**src/rtl/commit_stage_nport_pkg.sv**
```systemverilog
// Shared types for the N-port commit stage.
// Scoreboard entry, exception bundle and drain FSM enums.
package commit_stage_nport_pkg;

  localparam int unsigned XLEN = 32;

  typedef enum logic [2:0] {
    NONE, LOAD, STORE, ALU, CTRL_FLOW, MULT, CSR
  } fu_t;

  typedef enum logic [3:0] {
    ADD, SUB, CSR_READ, CSR_WRITE, CSR_SET,
    FENCE, FENCE_I, SFENCE_VMA
  } fu_op;

  typedef struct packed {
    logic [XLEN-1:0] cause;
    logic [XLEN-1:0] tval;
    logic            valid;
  } exception_t;

  typedef struct packed {
    logic            valid;
    fu_t             fu;
    fu_op            op;
    logic [4:0]      rd;
    logic [XLEN-1:0] result;
    exception_t      ex;
    logic            chg_dom;
    logic [1:0]      data_dom;
  } scoreboard_entry_t;

  typedef enum logic [1:0] {IDLE, DRAIN, DOMFLUSH} commit_state_e;

  typedef enum logic [1:0] {SK_FENCE, SK_FENCE_I, SK_SFENCE} serial_kind_e;

  function automatic logic is_serial(fu_op op);
    return op inside {FENCE, FENCE_I, SFENCE_VMA};
  endfunction

  function automatic serial_kind_e to_kind(fu_op op);
    if (op == FENCE_I) return SK_FENCE_I;
    if (op == SFENCE_VMA) return SK_SFENCE;
    return SK_FENCE;
  endfunction

  // Entries that may only retire alone on port 0
  function automatic logic is_barrier(scoreboard_entry_t e);
    return (e.fu inside {STORE, CSR}) || e.chg_dom || is_serial(e.op);
  endfunction

  function automatic logic fu_simple(fu_t fu);
    return fu inside {ALU, LOAD, CTRL_FLOW, MULT};
  endfunction

endpackage

```
**src/rtl/commit_stage_nport_drain.sv**
```systemverilog
// Drain FSM for fences and domain changes.
// Holds state, latched fence kind, drain counter and watchdog.
module commit_drain_fsm
  import commit_stage_nport_pkg::*;
#(
  parameter int unsigned DrainTimeout = 1024
) (
  input  logic          clk,
  input  logic          rst_n,
  input  logic          start,
  input  serial_kind_e  kind,
  input  logic          dom,
  input  logic          halt,
  input  logic          flush,
  input  logic          no_st_pending,
  output commit_state_e state,
  output logic          done,
  output logic          fence,
  output logic          fence_i,
  output logic          sfence,
  output logic          dom_flush,
  output logic          timeout
);

  localparam int unsigned CW = $clog2(DrainTimeout + 1);
  localparam logic [CW-1:0] LAST = CW'(DrainTimeout - 1);

  commit_state_e state_q, state_d;
  serial_kind_e  kind_q;
  logic [CW-1:0] cnt_q;
  logic          timeout_q;

  assign state   = state_q;
  assign timeout = timeout_q;

  // Next state, drain completion and the one-cycle flush pulses
  always_comb begin
    state_d   = state_q;
    done      = 1'b0;
    fence     = 1'b0;
    fence_i   = 1'b0;
    sfence    = 1'b0;
    dom_flush = 1'b0;
    if (flush) begin
      state_d = IDLE;
    end else begin
      unique case (state_q)
        IDLE: begin
          if (start) state_d = DRAIN;
          else if (dom) state_d = DOMFLUSH;
        end
        DRAIN: begin
          if (!halt && no_st_pending) begin
            done    = 1'b1;
            state_d = IDLE;
            unique case (1'b1)
              kind_q == SK_FENCE_I: fence_i = 1'b1;
              kind_q == SK_SFENCE:  sfence  = 1'b1;
              default:              fence   = 1'b1;
            endcase
          end
        end
        DOMFLUSH: begin
          dom_flush = 1'b1;
          state_d   = IDLE;
        end
        default: state_d = IDLE;
      endcase
    end
  end

  // State, kind latch, saturating drain counter and sticky watchdog
  always_ff @(posedge clk) begin
    if (!rst_n) begin
      state_q   <= IDLE;
      kind_q    <= SK_FENCE;
      cnt_q     <= '0;
      timeout_q <= 1'b0;
    end else begin
      state_q <= state_d;
      if (start && state_q == IDLE && !flush) kind_q <= kind;
      if (state_q == DRAIN && !flush) begin
        if (cnt_q == LAST) timeout_q <= 1'b1;
        cnt_q <= (cnt_q == LAST) ? cnt_q : cnt_q + 1'b1;
      end
      if (state_d != DRAIN) cnt_q <= '0;
    end
  end

endmodule

```
**src/rtl/commit_stage_nport.sv**
```systemverilog
// In-order N-port commit stage.
// Ack chain, exception mux and CSR/LSU/regfile fan-out.
module commit_stage_nport
  import commit_stage_nport_pkg::*;
#(
  parameter int unsigned NrCommitPorts = 2,
  parameter int unsigned DrainTimeout  = 1024
) (
  input  logic                                     clk_i,
  input  logic                                     rst_ni,
  input  logic                                     halt_i,
  input  logic                                     single_step_i,
  input  logic                                     flush_i,
  input  scoreboard_entry_t [NrCommitPorts-1:0]    commit_instr_i,
  output logic [NrCommitPorts-1:0]                 commit_ack_o,
  output logic [NrCommitPorts-1:0][4:0]            waddr_o,
  output logic [NrCommitPorts-1:0][XLEN-1:0]       wdata_o,
  output logic [NrCommitPorts-1:0]                 we_gpr_o,
  output logic                                     commit_lsu_o,
  input  logic                                     commit_lsu_ready_i,
  input  logic                                     no_st_pending_i,
  output fu_op                                     csr_op_o,
  output logic [XLEN-1:0]                          csr_wdata_o,
  input  logic [XLEN-1:0]                          csr_rdata_i,
  input  exception_t                               csr_exception_i,
  output logic                                     commit_csr_o,
  output logic                                     csr_write_dom_o,
  output logic                                     fence_o,
  output logic                                     fence_i_o,
  output logic                                     sfence_vma_o,
  output logic                                     flush_commit_o,
  output exception_t                               exception_o,
  output logic [$clog2(NrCommitPorts+1)-1:0]       retired_cnt_o,
  output logic                                     drain_timeout_o
);

  localparam int unsigned CntW = $clog2(NrCommitPorts + 1);

  scoreboard_entry_t       e0;
  commit_state_e           state;
  logic                    idle, start, ack0_idle, dom_go;
  logic                    drain_done, fence, fence_i, sfence, dom_flush;
  logic                    barrier;
  logic [NrCommitPorts-1:0] ack;
  logic                    unused_bits;

  assign e0          = commit_instr_i[0];
  assign idle        = (state == IDLE);
  assign start       = idle && e0.valid && !e0.ex.valid
                    && is_serial(e0.op) && !halt_i;
  assign dom_go      = ack0_idle && e0.chg_dom;
  assign unused_bits = ^commit_instr_i;

  commit_drain_fsm #(
    .DrainTimeout(DrainTimeout)
  ) u_drain (
    .clk          (clk_i),
    .rst_n        (rst_ni),
    .start        (start),
    .kind         (to_kind(e0.op)),
    .dom          (dom_go),
    .halt         (halt_i),
    .flush        (flush_i),
    .no_st_pending(no_st_pending_i),
    .state        (state),
    .done         (drain_done),
    .fence        (fence),
    .fence_i      (fence_i),
    .sfence       (sfence),
    .dom_flush    (dom_flush),
    .timeout      (drain_timeout_o)
  );

  // Port 0 retires a non-fence entry from IDLE when nothing blocks it
  always_comb begin
    ack0_idle = idle && e0.valid && !e0.ex.valid && !halt_i
             && !csr_exception_i.valid && !flush_i && !is_serial(e0.op);
    if (e0.fu == STORE) ack0_idle = ack0_idle && commit_lsu_ready_i;
  end

  // In-order ack chain; upper ports only take simple results
  always_comb begin
    ack     = '0;
    barrier = 1'b0;
    ack[0]  = ack0_idle || drain_done;
    for (int i = 1; i < NrCommitPorts; i++) begin
      barrier = barrier || is_barrier(commit_instr_i[i-1]);
      ack[i]  = ack[i-1] && commit_instr_i[i].valid
             && !commit_instr_i[i].ex.valid
             && fu_simple(commit_instr_i[i].fu)
             && !barrier && !single_step_i && !flush_i;
    end
  end

  // Regfile, LSU and CSR side; everything reads idle during reset
  always_comb begin
    commit_ack_o    = '0;
    we_gpr_o        = '0;
    waddr_o         = '0;
    wdata_o         = '0;
    commit_lsu_o    = 1'b0;
    commit_csr_o    = 1'b0;
    csr_op_o        = ADD;
    csr_wdata_o     = '0;
    csr_write_dom_o = 1'b0;
    if (rst_ni) begin
      commit_ack_o = ack;
      we_gpr_o     = ack;
      for (int i = 0; i < NrCommitPorts; i++) begin
        waddr_o[i] = commit_instr_i[i].rd;
        wdata_o[i] = commit_instr_i[i].result;
      end
      if (e0.fu == CSR) wdata_o[0] = csr_rdata_i;
      commit_lsu_o    = ack0_idle && (e0.fu == STORE);
      commit_csr_o    = ack0_idle && (e0.fu == CSR);
      csr_write_dom_o = dom_go;
      if (dom_go) begin
        csr_wdata_o = XLEN'(e0.data_dom);
      end else if (commit_csr_o) begin
        csr_op_o    = e0.op;
        csr_wdata_o = e0.result;
      end
    end
  end

  // Entry exception wins; CSR exception borrows the entry's tval
  always_comb begin
    exception_o = '0;
    if (rst_ni && e0.valid && idle && !halt_i) begin
      if (e0.ex.valid) begin
        exception_o = e0.ex;
      end else begin
        exception_o      = csr_exception_i;
        exception_o.tval = e0.ex.tval;
      end
    end
  end

  assign fence_o        = rst_ni && fence;
  assign fence_i_o      = rst_ni && fence_i;
  assign sfence_vma_o   = rst_ni && sfence;
  assign flush_commit_o = rst_ni && dom_flush;

  // Retire count of the previous cycle
  always_ff @(posedge clk_i) begin
    if (!rst_ni) retired_cnt_o <= '0;
    else retired_cnt_o <= CntW'($countones(commit_ack_o));
  end

endmodule
```
**config.mk**
```make
export PLATFORM = sky130hd
export DESIGN_NAME = commit_stage_nport
export DESIGN_NICKNAME = d
export VERILOG_FILES = /design/src/rtl/commit_stage_nport_pkg.sv /design/src/rtl/commit_stage_nport_drain.sv /design/src/rtl/commit_stage_nport.sv
export SDC_FILE = /design/constraint.sdc
export NUM_CORES = 1
export LEC_CHECK = 0
export BUFFER_PORTS_ARGS = -buffer_cell sky130_fd_sc_hd__buf_4
export CAP_MARGIN = 20
export CORE_AREA = 3 3 199 201
export CTS_CLUSTER_SIZE = 25
export DETAILED_ROUTE_END_ITERATION = 8
export DIE_AREA = 0 0 202 204
export REMOVE_ABC_BUFFERS = 1
export SLEW_MARGIN = 20
export SYNTH_ARGS = -nofsm -noshare
export SYNTH_HDL_FRONTEND = slang
export SYNTH_HIERARCHICAL = 1
export SYNTH_SLANG_ARGS = --single-unit
```
**constraint.sdc**
```tcl
create_clock -name clk_i -period 2 [get_ports clk_i]
set_input_delay 0.2 -clock clk_i [delete_from_list [all_inputs] [get_ports clk_i]]
set_output_delay 0.2 -clock clk_i [all_outputs]
set_load 0.1 [all_outputs]
```
## Word level (Yosys, flattened, before mapping)

Cells that the tools add are included.

- Input port bits: 330
- Register bits: 18

- Multiplexer cells: 45
- Bitwise gates (word level): 2
- Add/sub/neg operators: 2
- Equality and inequality tests: 15
- Reduce and logical (&&, ||, !) cells: 48

Operator list:

| operator | number |
|---|---|
| $mux W65 | 2 |
| $mux W32 | 4 |
| $mux W64 | 1 |
| $logic_and A1 B1 Y1 | 29 |
| $mux W1 | 24 |
| $mux W2 | 9 |
| $eq A4 B3 Y1 const B | 3 |
| $mux W4 | 3 |
| $add A11 B1 Y11 const B | 1 |
| $eq A11 B10 Y1 const B | 1 |
| $mux W10 | 1 |
| $eq A3 B3 Y1 const B | 3 |
| $logic_not A1 Y1 | 8 |
| $eq A3 B2 Y1 const B | 2 |
| $eq A2 B1 Y1 const B | 2 |
| $eq A2 B2 Y1 const B | 2 |
| $pmux W2 S2 | 1 |
| $reduce_and A2 Y1 | 2 |
| $reduce_bool A4 Y1 | 1 |
| $reduce_or A2 Y1 | 2 |
| $eq A3 B1 Y1 const B | 1 |
| $logic_or A1 B1 Y1 | 3 |
| $reduce_bool A3 Y1 | 1 |
| $add A1 B1 Y2 | 1 |
| 4 further kinds | 5 |

## Logic depth before layout (Yosys ltp)

Gate-level depths: netlist of the first run.

- Depth in word-level cells: 18
- Gate-level depth with buffers: 8

## Modules after synthesis

Netlist of the first run, hierarchy kept.

Modules (own cells, without submodules):

| module | cells each | instances | area each (um^2) |
|---|---|---|---|
| commit_stage_nport | 351 | 1 | 2,099.5 |
| commit_drain_fsm | 88 | 1 | 807.0 |

## Worst setup path after synthesis of the first run

OpenSTA, ideal clock, no wires.

- Path type: reg2out
- From: register u_drain.state_q[1], in the netlist u_drain/state[1]
- To: output port commit_lsu_o
- Path buffers: 0
- Stages on the path, launching flop included: 5
- Arrival: 3.631 ns
- Required time: 1.800 ns
- Path slack: -1.831 ns
- Cell sequence: dfxtp_1 -> nor4b_2 -> nand2_1 -> or3_1 -> nor3b_1

- Cells in the longest elaborated chain, start to end: 11

RTL lines:

| what | RTL line | source |
|---|---|---|
| start, declared | commit_stage_nport_drain.sv:28 | `commit_state_e state_q, state_d;` |
| start signal, assigned | commit_stage_nport_drain.sv:80 | `state_q <= state_d;` |
| $logic_not A2 Y1 (*) | commit_stage_nport.sv:48 | `assign idle = (state == IDLE);` |
| $logic_and A1 B1 Y1 (*) (3 in a row) | commit_stage_nport.sv:76 | `ack0_idle = idle && e0.valid && !e0.ex.valid && !halt_i` |
| $logic_and A1 B1 Y1 (*) (3 in a row) | commit_stage_nport.sv:77 | `&& !csr_exception_i.valid && !flush_i && !is_serial(e0.op);` |
| $logic_and A1 B1 Y1 | commit_stage_nport.sv:78 | `if (e0.fu == STORE) ack0_idle = ack0_idle && commit_lsu_ready_i;` |
| $mux W1 (*) | commit_stage_nport.sv:78 |  |
| $logic_and A1 B1 Y1 (*) | commit_stage_nport.sv:114 | `commit_lsu_o = ack0_idle && (e0.fu == STORE);` |
| $mux W1 (*) | commit_stage_nport.sv:106 | `if (rst_ni) begin` |
| end, declared | commit_stage_nport.sv:19 | `output logic commit_lsu_o,` |

Every way passes the cells marked *; elsewhere a longest branch is shown, timed or not.

## Worst setup path in the final report of the first run

- From: register u_drain.state_q[0], in the netlist u_drain/state[0]
- To: output port csr_wdata_o[0]

- Cells in the longest elaborated chain, start to end: 13
- Elaborated cells between the ends (all ways): 14
- Those cells by class: mux (4); reduce/logical (10)

RTL lines:

| what | RTL line | source |
|---|---|---|
| $logic_not A2 Y1 (*) | commit_stage_nport.sv:48 |  |
| $logic_and A1 B1 Y1 (*) (3 in a row) | commit_stage_nport.sv:76 |  |
| $logic_and A1 B1 Y1 (*) (3 in a row) | commit_stage_nport.sv:77 |  |
| $logic_and A1 B1 Y1 | commit_stage_nport.sv:78 |  |
| $mux W1 (*) | commit_stage_nport.sv:78 |  |
| $logic_and A1 B1 Y1 | commit_stage_nport.sv:115 | `commit_csr_o = ack0_idle && (e0.fu == CSR);` |
| $mux W32 | commit_stage_nport.sv:119 | `end else if (commit_csr_o) begin` |
| $mux W32 (*) | commit_stage_nport.sv:117 | `if (dom_go) begin` |
| $mux W32 (*) | commit_stage_nport.sv:106 |  |
| end, declared | commit_stage_nport.sv:23 | `output logic [XLEN-1:0] csr_wdata_o,` |

Marked as above.

==> results.md, run 1 <==
- Status: complete, but fails checks
- Failing checks: negative setup slack
- CP startpoint kind: flip-flop
- Final core utilization: 0.238
- Num ports: 519
- Critical Path AT: 2.08 ns
- Buf+Inv Stages, Crit Path: 3
- Global-route layer with the greatest usage: met2
- Proportion of layout cells with a drive suffix above 1: 0.681
- Most numerous cell in the Yosys netlist: and2_1
- Remaining DRCs: 0
- CP peak stage delay: 0.40 ns
- Hold path depth: 2
- Net switching power: 1.44 mW
- Number of synthesized flops with an enable pin: 0
- Area Growth Syn to Fin: 209%
- Seq pwr share: 0.128
- Final Hold Vio Count: 0
- Gate power share: 0.712
- TritonCTS clock tree: built
- Max capacitance violation total: 0
- Row cnt: 71
- Placeable core area: 0.0378 mm²
- Power share of the clock group: 0.160
- Fin crit period: 2.28 ns
- Clk root buf: clkbuf_16
- Area leader, netlist: and2_1
- CTS buffer count: 3
- Actual slew at the worst max-slew pin: 0.599 ns
- Mapped Area: 0.00291 mm²
- Worst Path Required: 1.80 ns
- Grt ovf: 0
- Met1 usage: 0.103
- Vias: 4,831
- Max_slew headroom: 0.600
- Synth cell types: 45
- Met2 GRT Util: 0.158
- Synth warn: 6
- DR vias/cell: 3.50
- P_int: 1.36 mW
- Mapped Avg Cell Area: 6.62 µm²
- Die width: 202 µm
- Post-Synthesis Cells: 439
- Number of synthesized register bits: 18
- Buffers added on ports: 415
- VDD IR-drop max: 0.000231 V
- Initial Util: 0.0770
- Largest net degree at the start of global routing: 98
- Critical Path Sink Type: output port
- Synth top area cells: and2_1 (18%), dfxtp_1 (12%), mux2i_1 (12%), nand2_1 (9.0%), a21boi_0 (8.3%)
- Clock sinks: 18
- Final WL: 21.5 mm
- Critical path's slowest cell: or3_4
- HPWL Detailed: 16.5 mm
- M3 GR Usage: 0.0263
- Worst Slack Setup Final: -0.277 ns
- Post-synth top cells: and2_1 (85), nand2_1 (70), nor2_1 (50)
- DRT iter0 DRCs: 179
- Share of the synthesized area in the top cell type: 0.183
- Clk_skew: 0.00141 ns
- Setup TNS: -13.30 ns
- Critical Path, Cell by Cell: buf_4, nor4b_4, nand2_2, or3_4, buf_6, a21oi_4, buf_12
- Slew Viols, Final: 0
- Finished Cell Area: 0.00897 mm²
- Ys async rst share: 0
- Pwr dens: 312 mW/mm²
- Vias in the first global route: 4,691
- Fin crit share: 1.14
- DR WL/cell: 15.5 µm
- Post-DRT Antenna Nets: 0
- Sequential element share of the synthesized area: 0.124
- Hold-fix buffers, CTS: 0
- Min-delay worst type: in2reg
- DIE AREA: 0.0412 mm²
- Final nets: 1,204
- Post-synth top flop: dfxtp_1
- DRT Pass-1 Iters: 4
- Clk Latency, worst-skew pair: 0.25 ns
- Flop2flop setup slack: -0.08 ns
- First-pass GRT wire length: 28.3 mm
- FF-to-FF path depth: 8
- Die H: 204 µm
- RePlAce Congestion: 0.794
- Critical setup path kind: reg2out
- Initial antenna violation count: 4
- H-tree depth: 1
- Static leakage: 4.01 nW
- Switching part of the total: 0.515
- DP Area: 0.00684 mm²
- Critical path peak fanout: 3
- CP top delay family: simple AND/OR/NAND/NOR gates
- Final-report setup violation count: 103
- CP Depth: 7
- Worst-path clk slew: 0.05 ns
- Clock Path Buffers: 2
- Max frequency: 0.439 GHz
- Global Route Usage Sum: 0.0873
- RSZ-0062 raised after global routing: true
==> registers in the layout (all words and copies together), names as in the netlist <==
signal           flops
u_drain/cnt_q       11
retired_cnt_o        2
u_drain/kind_q       2
u_drain/state        2
u_drain/timeout      1
==> power groups by stage <==
stage | registers (mW) | logic [mW] | clock network, mW
floorplan | 0.368 | 1.10 | 0
global placement | 0.367 | 1.79 | 0
finish | 0.357 | 1.99 | 0.449
detailed placement | 0.367 | 1.80 | 0
CTS | 0.359 | 1.83 | 0.465
global route | 0.356 | 2.07 | 0.478
==> path summary, 6_finish.rpt <==
| path | start | end |
|---|---|---|
| min reg2reg | u_drain/cnt_q[10]$_SDFFE_PP0P_ | u_drain/cnt_q[10]$_SDFFE_PP0P_ |
| max reg2reg | u_drain/state[0]$_SDFF_PN0_ | u_drain/cnt_q[2]$_SDFFE_PP0P_ |
| max | u_drain/state[0]$_SDFF_PN0_ | csr_wdata_o[0] |
| min | flush_i | u_drain/state[1]$_SDFF_PN0_ |
==> logic make-up after synthesis <==
kind of cell    after synthesis  share of synthesized area
buf+inv                      41                     0.0633
fa+ha+maj                     4                     0.0172
flops                        18                      0.124
compound gates               54                      0.133
xor+xnor                      3                    0.00904
simple gates                285                      0.536
mux                          34                      0.117
==> per-stage QoR <==
stage | setup slack (ns) | cells | hold WS (ns) | power, mW
6_report | -0.277 | 1381 | 0.155 | 2.80
5_1_grt | -0.359 | 1381 | 0.161 | 2.91
4_1_cts | -0.275 | 1372 | 0.143 | 2.65
3_5_place_dp | -0.195 | 1364 | 0.421 | 2.16
3_3_place_gp | -0.155 | 1364 | 0.412 | 2.15
2_1_floorplan | -3.26 | 404 | 0.276 | 1.47
==> placed cells by master, fill, tap and decap left out, types with 3 or more instances in the layout <==
master	instances
nor3_1	4
ha_1	3
and2_1	45
nand3b_1	3
a21oi_1	6
nor2_1	15
buf_4	333
a21boi_0	32
and3_1	7
or3_1	3
and2_4	40
buf_6	10
and3_4	27
nor2_4	11
nor2b_1	3
inv_1	5
nand3_1	7
nor2_2	24
nor4_1	3
nand2_1	69
buf_12	115
mux2i_1	34
dfxtp_1	16
clkbuf_16	5
==> repair_timing <==
action                                  CTS  global route
endpoints found under the setup margin   93           106
gates resized for setup                 210           266
buffers inserted                          4             7
pin swaps                                10            15
gates cloned                              1             2
==> area by class of cell <==
cell class	instances	area, µm²
fill	4045	28800
timing repair buffer	461	4990
clock buffer	4	88.8
sequential	18	368
inverter	6	22.5
antenna	1	2.50
multi-input combinational	380	2860
tap	511	639
==> metal layers <==
layer	share of wire	routed length, µm	up-vias
li1	-	-	2341
met1	0.37	7910	2237
met2	0.53	11400	216
met3	0.076	1640	31
met4	0.022	481	6
met5	0.0019	41	-
(Power assumes the default switching activity.)
==> run 2: changes to the inputs <==
==> constraint.sdc (replaced) <==
create_clock -name clk_i -period 2.9 [get_ports clk_i]
set_input_delay 0.29 -clock clk_i [delete_from_list [all_inputs] [get_ports clk_i]]
set_output_delay 0.29 -clock clk_i [all_outputs]
set_load 0.1 [all_outputs]
==> run 2 against run 1 <==
  * Global-route usage decreased by 0.84 points
  * The run now ends clean
  * Sequential share of layout area rose by 1.3 points
  * Cell count shrank 2.7%
  * Largest cell class unchanged
  * Critical path type unchanged
  * Register-to-register slack gained 0.58 ns
  * Power down 37%
  * Hold slack better by 0.13 ns
  * Via count decreased by 7.8%
  * Die area stayed put
  * Clock power shrank 33%
  * Non-clock buffer count shrank 37
==> results.md, run 2 (synthesis gave the netlist of run 1 again) <==
- Fin crit share: 0.939
- Global Route Usage Sum: 0.0788 (-0.00844)
- Row cnt: 71 (unchanged)
- HPWL Detailed: 16.0 mm (-3.0%)
- Actual slew at the worst max-slew pin: 0.556 ns (-0.0437 ns)
- DR WL/cell: 13.7 µm (-12%)
- Critical Path, Cell by Cell: or4b_4, nor4_4, buf_4, and2_1, buf_4
- Worst Path Required: 2.61 ns (+0.81 ns)
- Crit-path most repeated cell: buf_4
- Setup bufs post-CTS: 0 (-4)
- Clock Path Buffers: 2 (unchanged)
- Max reg flops: 11 (unchanged)
- DRT Pass-1 Iters: 4 (unchanged)
- Final core utilization: 0.178 (-0.0597)
- Static leakage: 3.46 nW (-14%)
- Clock sinks: 18 (unchanged)
- Most frequent cells in the layout: buf_4 (420), and2_1 (85), nand2_1 (70), nor2_1 (50)
- Die width: 202 µm (unchanged)
- Final nets: 1,167 (-3.1%)
- CP peak stage delay: 0.61 ns (+0.21 ns)
- Final Hold Vio Count: 0 (unchanged)
- Max capacitance violation total: 0 (unchanged)
- Clk root buf: clkbuf_16
- Critical Path Sink Type: output port
- Slew Viols, Final: 0 (unchanged)
- First-pass GRT wire length: 25.7 mm (-9.3%)
- DIE AREA: 0.0412 mm² (unchanged)
- DR vias/cell: 3.31 (-5.2%)
- Largest net degree at the start of global routing: 98 (unchanged)
- VDD IR-drop max: 0.000190 V (-18%)
- Commonest non-fill, non-tap cell in the layout: buf_4
- RSZ-0062 raised after global routing: false
- Vias in the first global route: 4,345 (-7.4%)
- Fin crit period: 2.72 ns
- DRT iter0 DRCs: 232 (+30%)
- Buffers added on ports: 415 (unchanged)
- Min-delay worst type: in2reg
- Flop2flop setup slack: 0.50 ns (+0.58 ns)
- Area of the multi-input gates: 0.00237 mm² (-17%)
- Fill cells: 4,269 (+5.5%)
- Hold-fix buffers, CTS: 0 (unchanged)
- FF-to-FF path depth: 7 (-1)
- Grt ovf: 0 (unchanged)
- Worst-path clk slew: 0.05 ns (about the same)
- Critical Path AT: 2.43 ns (+0.35 ns)
- Remaining DRCs: 0 (unchanged)
- Max frequency: 0.367 GHz
- Post-DRT Antenna Nets: 0 (unchanged)
- H-tree depth: 1 (unchanged)
- Worst reg2reg startpoint: u_drain/state[1]$_SDFF_PN0_
- Die H: 204 µm (unchanged)
- Design Power: 1.77 mW (-37%)
- Hold path depth: 2 (unchanged)
- Min Hold Slack: 0.290 ns (+0.134 ns)
- Initial antenna violation count: 2 (-2)
- Max_slew headroom: 0.626 (+0.0265)
- Pre-CTS setup slack: 0.422 ns (+0.617 ns)
- Worst Hold Launch: flush_i
- RePlAce Congestion: 0.794 (about the same)
- Num ports: 519 (unchanged)
- Status: finished, final reports clean
- Placeable core area: 0.0378 mm² (unchanged)
- Clk Latency, worst-skew pair: 0.25 ns (about the same)
- CP startpoint kind: flip-flop
- CTS buffer count: 3 (unchanged)
- Pwr dens: 263 mW/mm² (-16%)
- TritonCTS clock tree: built
- Reg-to-reg endpoint: u_drain/cnt_q[10]$_SDFFE_PP0P_
- Critical path's slowest cell: or4b_4
- Area Growth Syn to Fin: 131%
- Final WL: 18.4 mm (-14%)
- Proportion of layout cells with a drive suffix above 1: 0.526 (-0.155)
- Vias: 4,455 (-7.8%)
- Top reg by flops: u_drain/cnt_q
- Post-CTS sizing: 0 (-100%)
- Critical setup path kind: reg2out
- Worst Slack Setup Final: 0.178 ns (+0.454 ns)
- Register area: 360 µm² (-2.0%)
- Critical path peak fanout: 31 (+28)
- Initial Util: 0.0770 (unchanged)
- Clk_skew: 0.00181 ns (+0.000399 ns)
- Hold Path End: u_drain/state[1]$_SDFF_PN0_
- Final-report setup violation count: 0 (-100%)
run 2: worst max path at each step:
stage,startpoint,endpoint,slack (ns),depth (start not counted)
global route,u_drain/state[1]$_SDFF_PN0_,csr_wdata_o[20],0.03,5
finish,u_drain/state[1]$_SDFF_PN0_,csr_wdata_o[20],0.18,5
floorplan,u_drain/state[1]$_SDFF_PN0_,commit_lsu_o,-2.45,4
CTS,u_drain/state[1]$_SDFF_PN0_,csr_wdata_o[20],0.15,5
global placement,u_drain/state[1]$_SDFF_PN0_,csr_wdata_o[20],0.44,5
detailed placement,u_drain/state[1]$_SDFF_PN0_,csr_wdata_o[20],0.42,5
run 2: layout make-up:
class / instances / area share
diodes: 1 / 0.000373
flip-flops and latches: 18 / 0.0536
inverters: 6 / 0.00335
clock buffers: 4 / 0.0132
well taps: 511 / 0.0952
multi-input cells: 380 / 0.353
repair buffers: 424 / 0.481
run 2: metal layers:
layer	share of wire	track usage	vias up
met2	0.52	0.147	186
met1	0.41	0.0962	1998
li1	-	-	2259
met4	0.0033	0.00274	4
met3	0.074	0.0197	8
met5	0.0013	0	-
run 2: metrics by stage:
step                      instances  instance area (µm²)  setup TNS (ns)
after floorplan                 404                 2750          -71.97
after global placement         1339                 6630               0
after detailed placement       1339                 6630               0
after CTS                      1343                 6720               0
after global routing           1343                 6720               0
final                          1344                 6720               0
run 2: worst max-delay path: cells and delay by family (launching register included):
family | cells | cell delay, ns
simple gates | 3 | 1.12
buf+inv | 2 | 0.64
flops | 1 | 0.40
run 2: power breakdown:
part / internal [mW] / switching [mW]
logic: 0.379 / 0.839
registers: 0.248 / 0.000343
clock network: 0.210 / 0.0930
total: 0.837 / 0.932
